### config.mk
export PLATFORM = sky130hd
export DESIGN_NAME = wr_matcher
export DESIGN_NICKNAME = d
export VERILOG_FILES = /design/src/rtl/wr_matcher.sv
export SDC_FILE = /design/constraint.sdc
export NUM_CORES = 2
export LEC_CHECK = 0
export CORE_ASPECT_RATIO = 1.1
export CORE_MARGIN = 2
export CORE_UTILIZATION = 40
export DETAILED_ROUTE_END_ITERATION = 10
export GPL_TIMING_DRIVEN = 0
export PLACE_DENSITY_LB_ADDON = 0.3
export SLEW_MARGIN = 20
export SYNTH_ARGS = -nofsm -noshare
export SYNTH_HDL_FRONTEND = slang
export SYNTH_HIERARCHICAL = 1
export SYNTH_SLANG_ARGS = --single-unit
### constraint.sdc
create_clock -name CLK -period 6.15 [get_ports CLK]
set_input_delay 0.9225 -clock CLK [delete_from_list [all_inputs] [get_ports CLK]]
set_output_delay 0.9225 -clock CLK [all_outputs]
set_load 0.02 [all_outputs]
### src/rtl/wr_matcher.sv
// Dataflow operand matcher: pairs left/right worker results by {dest_addr, color}
// and emits match tokens. Define WR_MATCHER_STATS_EN to add the MATCH_COUNT port.

module wr_matcher_entry (
  input  logic        CLK,
  input  logic        RST,
  input  logic [31:0] key,
  input  logic        side,
  input  logic [31:0] data,
  input  logic        wr,
  input  logic        clr,
  output logic        vld,
  output logic        hit_opp,
  output logic        hit_same,
  output logic [31:0] held
);
  logic        e_side;
  logic [31:0] e_key;
  logic        hit;

  always_ff @(posedge CLK) begin
    if (RST) begin
      vld    <= 1'b0;
      e_side <= 1'b0;
      e_key  <= '0;
      held   <= '0;
    end else if (clr) begin
      vld <= 1'b0;
    end else if (wr) begin
      vld    <= 1'b1;
      e_side <= side;
      e_key  <= key;
      held   <= data;
    end
  end

  assign hit      = vld && (e_key == key);
  assign hit_opp  = hit && (e_side != side);
  assign hit_same = hit && (e_side == side);
endmodule

module wr_matcher #(
  parameter int ENTRIES             = 8,
  parameter int WORKER_RESULT_WIDTH = 67,
  parameter int MATCH_TOKEN_WIDTH   = 96
) (
  input  logic                           CLK,
  input  logic                           RST,
  input  logic                           RECEIVE_WR_VALID,
  output logic                           RECEIVE_WR_READY,
  input  logic [WORKER_RESULT_WIDTH-1:0] RECEIVE_WR_DATA,
  output logic                           SEND_MT_VALID,
  input  logic                           SEND_MT_READY,
  output logic [MATCH_TOKEN_WIDTH-1:0]   SEND_MT_DATA,
  output logic                           ERROR,
  output logic [4:0]                     OCCUPANCY
`ifdef WR_MATCHER_STATS_EN
  ,
  output logic [31:0]                    MATCH_COUNT
`endif
);
  localparam logic [1:0] K_SINGLE = 2'b00;
  localparam logic [1:0] K_LEFT   = 2'b01;
  localparam logic [1:0] K_RIGHT  = 2'b10;
  localparam logic [1:0] K_DISC   = 2'b11;

  logic [1:0]  kind;
  logic [15:0] in_addr, in_color;
  logic [31:0] in_key, in_data;
  logic        in_side, is_op, unused_opt2;

  assign kind        = RECEIVE_WR_DATA[65:64];
  assign in_addr     = RECEIVE_WR_DATA[63:48];
  assign in_color    = RECEIVE_WR_DATA[47:32];
  assign in_data     = RECEIVE_WR_DATA[31:0];
  assign in_key      = {in_addr, in_color};
  assign in_side     = (kind == K_RIGHT);
  assign is_op       = (kind == K_LEFT) || (kind == K_RIGHT);
  assign unused_opt2 = RECEIVE_WR_DATA[WORKER_RESULT_WIDTH-1];

  logic [ENTRIES-1:0]       vld, hit_opp, hit_same, opp_oh, free_oh, wr, clr;
  logic [ENTRIES-1:0][31:0] held;
  logic                     any_opp, any_same, full, out_ok, xfer, new_tok;
  logic [31:0]              opp_data;
  logic [MATCH_TOKEN_WIDTH-1:0] tok;

  // Lowest set bit of the hit vector and lowest clear bit of the valid vector.
  assign opp_oh   = hit_opp & (~hit_opp + ENTRIES'(1));
  assign free_oh  = ~vld & (vld + ENTRIES'(1));
  assign any_opp  = |hit_opp;
  assign any_same = |hit_same;
  assign full     = &vld;
  assign out_ok   = !SEND_MT_VALID || SEND_MT_READY;

  // A completing operand frees an entry, so a full store must not block it.
  assign RECEIVE_WR_READY = !RST && ((kind == K_DISC) ||
                            (out_ok && ((kind == K_SINGLE) || any_opp || any_same || !full)));
  assign xfer    = RECEIVE_WR_VALID && RECEIVE_WR_READY;
  assign new_tok = xfer && ((kind == K_SINGLE) || (is_op && any_opp));

  genvar g;
  generate
    for (g = 0; g < ENTRIES; g++) begin : g_ent
      assign wr[g]  = xfer && is_op && !any_opp && (hit_same[g] || (!any_same && free_oh[g]));
      assign clr[g] = xfer && is_op && opp_oh[g];
      wr_matcher_entry u_ent (
        .CLK      (CLK),
        .RST      (RST),
        .key      (in_key),
        .side     (in_side),
        .data     (in_data),
        .wr       (wr[g]),
        .clr      (clr[g]),
        .vld      (vld[g]),
        .hit_opp  (hit_opp[g]),
        .hit_same (hit_same[g]),
        .held     (held[g])
      );
    end
  endgenerate

  always_comb begin
    opp_data  = '0;
    OCCUPANCY = '0;
    for (int i = 0; i < ENTRIES; i++) begin
      opp_data  = opp_data | (held[i] & {32{opp_oh[i]}});
      OCCUPANCY = OCCUPANCY + 5'(vld[i]);
    end
  end

  // Left operand always lands in data_left regardless of arrival order.
  always_comb begin
    tok = {in_addr, in_color, in_data, 32'h0};
    if (is_op) begin
      if (kind == K_LEFT) tok = {in_addr, in_color, in_data, opp_data};
      else                tok = {in_addr, in_color, opp_data, in_data};
    end
  end

  always_ff @(posedge CLK) begin
    if (RST) begin
      SEND_MT_VALID <= 1'b0;
      SEND_MT_DATA  <= '0;
      ERROR         <= 1'b0;
    end else begin
      if (new_tok) begin
        SEND_MT_VALID <= 1'b1;
        SEND_MT_DATA  <= tok;
      end else if (SEND_MT_READY) begin
        SEND_MT_VALID <= 1'b0;
      end
      if (xfer && is_op && !any_opp && any_same) ERROR <= 1'b1;
    end
  end

`ifdef WR_MATCHER_STATS_EN
  always_ff @(posedge CLK) begin
    if (RST)                               MATCH_COUNT <= '0;
    else if (SEND_MT_VALID && SEND_MT_READY) MATCH_COUNT <= MATCH_COUNT + 32'd1;
  end
`endif
endmodule

* Word level (Yosys, flattened, before mapping)
Index checks and enable logic that the tools add are counted.
** Storage, ports and cells
- Output and inout port bits :: 104
- Word-level logic and storage cells :: 199
- Register bits :: 626
- Input bits :: 71
** Cells by class
- Reductions and logical operators :: 97
- Multiplexer cells :: 4
- Bitwise gates (word level) :: 27
- Equal/unequal tests :: 27
- Add/sub/neg operators :: 9
** Operator list (number)
- 32-bit bitwise AND :: 8
- 32-bit equality test :: 8
- 32-bit OR :: 7
- 64-bit two-way mux :: 2
- 1-bit logical AND :: 56
- 8-bit by 1-bit adder with 8-bit output (second input constant) :: 2
- 8-bit bitwise AND :: 2
- 8-bit inverter :: 2
- 2-bit AND reduction :: 8
- 2-bit OR reduction :: 8
- 8-bit OR reduction :: 2
- 5-bit by 1-bit adder with 5-bit output :: 3
- 1-bit logical OR :: 15
- 1-bit equality test :: 8
- 1-bit inequality test :: 8
- 1-bit inverter :: 8
- 8-bit AND reduction :: 1
- 4-bit by 1-bit adder with 5-bit output :: 1
- 1-bit logical NOT :: 5
- 3-bit by 1-bit adder with 4-bit output :: 1
- 2-bit equality test (second input constant) :: 2
- 2-bit by 1-bit adder with 3-bit output :: 1
- 1-bit by 1-bit adder with 2-bit output :: 1
- 2-bit by 1-bit equality test with 1-bit output (second input constant) :: 1
- other kinds (3) :: 4

* Longest topological paths before layout
- Depth after elaboration :: 16
- Mapped depth :: 17
- Gate-level depth less buffers :: 12

* Hierarchy
The synthesis kept the hierarchy.
** By module, submodules not included
- wr_matcher_entry :: area each 2627.5 µm², cells an instance 338, times used 8, sequential area each 1321.3 µm²
- wr_matcher :: area each 6810.3 µm², cells an instance 856, times used 1, sequential area each 1961.9 µm²

* Worst setup path before layout
OpenSTA, ideal clock, no wires.
- Path type :: in2reg
- Start point :: input RECEIVE_WR_DATA[32]
- End point :: register g_ent[1].u_ent.e_key[10]
- Arrival time :: 4.335 ns
- Path slack :: 1.744 ns
- Buffers on the path :: 4
- Data required time :: 6.080 ns
- Library setup time :: 0.070 ns
- Stages :: 14
- Cell sequence :: xnor2_1 -> o221ai_1 -> or4_4 -> nor4_1 -> nor4_1 -> buf_2 -> buf_4 -> and2_1 -> a2111oi_0 -> nand2b_1 -> clkbuf_1 -> buf_1 -> nand2_1 -> a21oi_1
** Between the ends
- Cells in the longest elaborated chain, start to end :: 15
- Elaborated cells between the ends (all ways) :: 54
- Classes of those cells :: add/sub: 1; eq/ne: 8; bitwise: 3; reduce/logical: 42
** Ends and longest elaborated chain
- start, declared :: RTL line 51 : input logic [WORKER_RESULT_WIDTH-1:0] RECEIVE_WR_DATA,
- 32-bit equality test (*) :: RTL line 37 : assign hit = vld && (e_key == key);
- 1-bit logical AND (*) :: RTL line 37
- 1-bit logical AND (*) :: RTL line 38 : assign hit_opp = hit && (e_side != side);
- via hit_opp[1] :: RTL line 81 : logic [ENTRIES-1:0] vld, hit_opp, hit_same, opp_oh, free_oh, wr, clr;
- branches (longest 9 deep; another with 8-bit by 1-bit adder with 8-bit output)
- 1-bit logical AND (*) :: RTL line 105 : assign clr[g] = xfer && is_op && opp_oh[g];
- via clr[1] :: RTL line 81
- 1-bit inverter (no source line) (*)
- 2-bit AND reduction (no source line) (*)
- end signal, assigned :: RTL line 32 : e_key <= key;
- end, declared :: RTL line 18 : logic [31:0] e_key;
Mark *: on every way through the listed nets, which the timed path passes.
A chain may end at the register's enable or synchronous reset.

* Final worst setup path
- Start point :: input RECEIVE_WR_DATA[65]
- End point :: output RECEIVE_WR_READY
** Between the ends
- Cells in the longest elaborated chain, start to end :: 10
- Elaborated cells between the ends (all ways) :: 43
- Classes of those cells :: eq/ne: 18; reduce/logical: 25
** Ends and longest elaborated chain
- 2-bit equality test :: RTL line 77 : assign in_side = (kind == K_RIGHT);
- via in_side :: RTL line 70 : logic in_side, is_op, unused_opt2;
- 1-bit inequality test :: RTL line 38
- 1-bit logical AND :: RTL line 38
- via hit_opp[7] :: RTL line 81
- 8-bit OR reduction :: RTL line 90 : assign any_opp = |hit_opp;
- 1-bit logical OR (3 in a row) :: RTL line 97 : (out_ok && ((kind == K_SINGLE) || any_opp || any_same || !full)));
- 1-bit logical AND :: RTL line 97
- 1-bit logical OR :: RTL line 96 : assign RECEIVE_WR_READY = !RST && ((kind == K_DISC) ||
- 1-bit logical AND :: RTL line 96
- end, declared :: RTL line 50 : output logic RECEIVE_WR_READY,
The timed path passes the listed nets, and every way through them passes these cells.

==> metrics.txt <==
Slew Limit Fails=0; hold crit path type=flop to flop; Syn Inst Count=3,560; DP HPWL=72.1 mm; Initial Utilization=40.3%; Die Wd=255 um; count of flip-flops with a built-in enable after synthesis=0; RSZ-0062 raised after global routing=no; Slew @ Worst Pin=1220 ps; crit path DAT=5240 ps; cts repair resizes=15; worst endpoint required time=5230 ps; final hold viol count=0; sequential cell area=0.0125 mm^2; sequential fraction of the synthesis area=45.0%; Layout area overhead=18.3%; post-CTS setup buffers=0; gpl congestion=0.949; final setup vio count=1; CTS clk-pin slew, worst paths=50 ps; syn nets=3,644; WL/cell=21.4 um; NumNets Final=3,886; largest fanout on the critical path=16; Iteration-0 DRC Markers=2,743; maximum buffer depth of the clock tree=3; vias in the first global route=25,093; drt pass-1 iters=6; post-route setup slack=-7.56 ps; Post-Route WL=102 mm; post-route DRC violation count=0; most common cell after layout, fill and taps aside=nand2_1; CTS Buf Count=69; Die ar.=0.0717 mm^2; Setup WS pre-CTS=-1490 ps; CTS tree=built; Post-synth ARST share=0%; CP Class=input port to output pin; Yosys reg bits=626; port buffer count=171; FMAX=0.162 GHz; die span in y=281 um; vias per cell=5.61; Cell variety after synth=52; status=finished, violations left; Peak VDD IR=0.000167 V; final cell count without fillers=4,778; Yosys warning count=6; first-pass GRT wire length=153 mm; CTS hold repair buffers=0; H-tree lvl count=3; number of max-cap violations=0; clock skew=33.3 ps; Rel. slew slack=16.7%; largest net degree at the start of global routing=26; worst skew pair latency=620 ps; Core ar.=0.0690 mm^2; DR top layer=met4; LEAKAGE=10.8 nW; PD cells=271 mW/mm^2; failing checks=setup timing; WL met3=8.38 mm; row cnt=101; Sink Count=626; WL met2=47.0 mm; post-route minimum period=6160 ps; Ports=175; CTS root buf=clkbuf_16; Vias=26,794; Antenna Nets Post-Route=0; All-Layer GR Usage=27.6%; proportion of layout cells with a drive suffix above 1=5.12%; footprint of the multi-input gates=0.0140 mm^2; Post-Syn Area=0.0278 mm^2; CP Capture Type=output pin; Final period util=100%; Placed Cells=4,659; GRT overflow=0; crit path launch type=input port; antenna violations before repair=0; ys flop type=dfxtp_1; FILL cells=6,831; wl on met1=42.3 mm; most frequent cells in the layout=nand2_1 (1,085), dfxtp_1 (626), a21oi_1 (591); mean area per synthesized cell=7.82 um^2
## metrics by stage
step / TNS [ps] / utilization, % / hold WS (ps) / instance area (um^2) / total power, mW
finish: -7.56 / 47.7 / 454 / 32900 / 8.93
global route: 0 / 47.7 / 469 / 32900 / 9.17
CTS: 0 / 47.7 / 455 / 32900 / 8.97
detailed placement: -322950 / 44.3 / 447 / 30600 / 4.73
global placement: -800240 / 44.5 / 440 / 30700 / 4.74
floorplan: 0 / - / 434 / 27800 / 4.43
## registers in the layout (all words and copies together), names as in the netlist
signal / cells
ERROR: 1
g_ent.u_ent/e_side: 8
SEND_MT_DATA: 96
g_ent.u_ent/e_key: 256
SEND_MT_VALID: 1
g_ent.u_ent/vld: 8
g_ent.u_ent/held: 256
## final cells by class
type | instances | area share, %
multi-input combinational | 2602 | 42.6
tap | 927 | 3.52
sequential | 626 | 38.1
timing repair buffer | 172 | 4.82
clock buffer | 100 | 6.06
inverter | 58 | 0.661
buffer | 273 | 3.31
clock inverter | 19 | 0.908
antenna | 1 | 0.00760
## worst max-delay path: stages
cell	delay, ps
clkdlybuf4s50_1	640
ha_2	650
xor2_1	220
nand2_1	70
nor4_1	210
clkbuf_1	710
nor4_1	140
and2_1	270
a211oi_1	650
clkdlybuf4s50_1	740
## cell usage after synthesis (27+ instances only)
master / count / share of area (%)
nand2_1: 1085 / 15
dfxtp_1: 626 / 45
a21oi_1: 591 / 11
clkbuf_1: 195 / 2.6
xor2_1: 184 / 5.8
nand3_1: 108 / 1.9
nand3b_1: 64 / 1.7
inv_1: 57 / 0.77
buf_1: 56 / 0.76
nor4_1: 53 / 1.2
nand2b_1: 48 / 1.1
nand4_1: 48 / 1.1
xnor2_1: 41 / 1.3
o221ai_1: 40 / 1.3
a211oi_1: 34 / 0.92
a2bb2oi_1: 32 / 1.0
a32o_1: 32 / 1.2
o211ai_1: 32 / 0.86
o21ai_0: 32 / 0.58
nor3_1: 27 / 0.49
## report_power, final
group          switching (mW)  internal (mW)  leakage (nW)
Sequential             0.0229           4.08          5.05
Combinational           0.407          0.145          4.66
Clock                    1.72           2.55          1.12
## cell families (layout without fill, tap and decap cells)
| logic type | after synthesis | count (layout) | synth area share (%) |
|---|---|---|---|
| other | 1 | 2 | 0.0135 |
| DFF | 626 | 626 | 45.0 |
| buffers and inverters | 332 | 622 | 4.71 |
| xor gates and xnor gates | 225 | 225 | 7.08 |
| and+or+nand+nor | 1496 | 1496 | 23.6 |
| adders and majority gates | 13 | 13 | 0.692 |
| AOI/OAI and AO/OA | 867 | 867 | 18.8 |
## routing by layer
metal / track usage (%) / vias up
li1: - / 12659
met1: 36.1 / 12760
met2: 45.1 / 1140
met3: 4.16 / 235
met4: 12.5 / 0
met5: 0 / -
## path summary, 6_finish.rpt
kind	startpoint	endpoint	slack, ps	cells past startpoint
worst max-delay path	RECEIVE_WR_DATA[65]	RECEIVE_WR_READY	-8	10
worst max register to register	g_ent[1].u_ent/e_key[0]	g_ent[1].u_ent/held[7]	1170	13
worst min-delay path	g_ent[6].u_ent/held[6]	g_ent[6].u_ent/held[6]	450	2
worst min register to register	g_ent[6].u_ent/held[6]	g_ent[6].u_ent/held[6]	450	2
(Power assumes the default switching activity.)
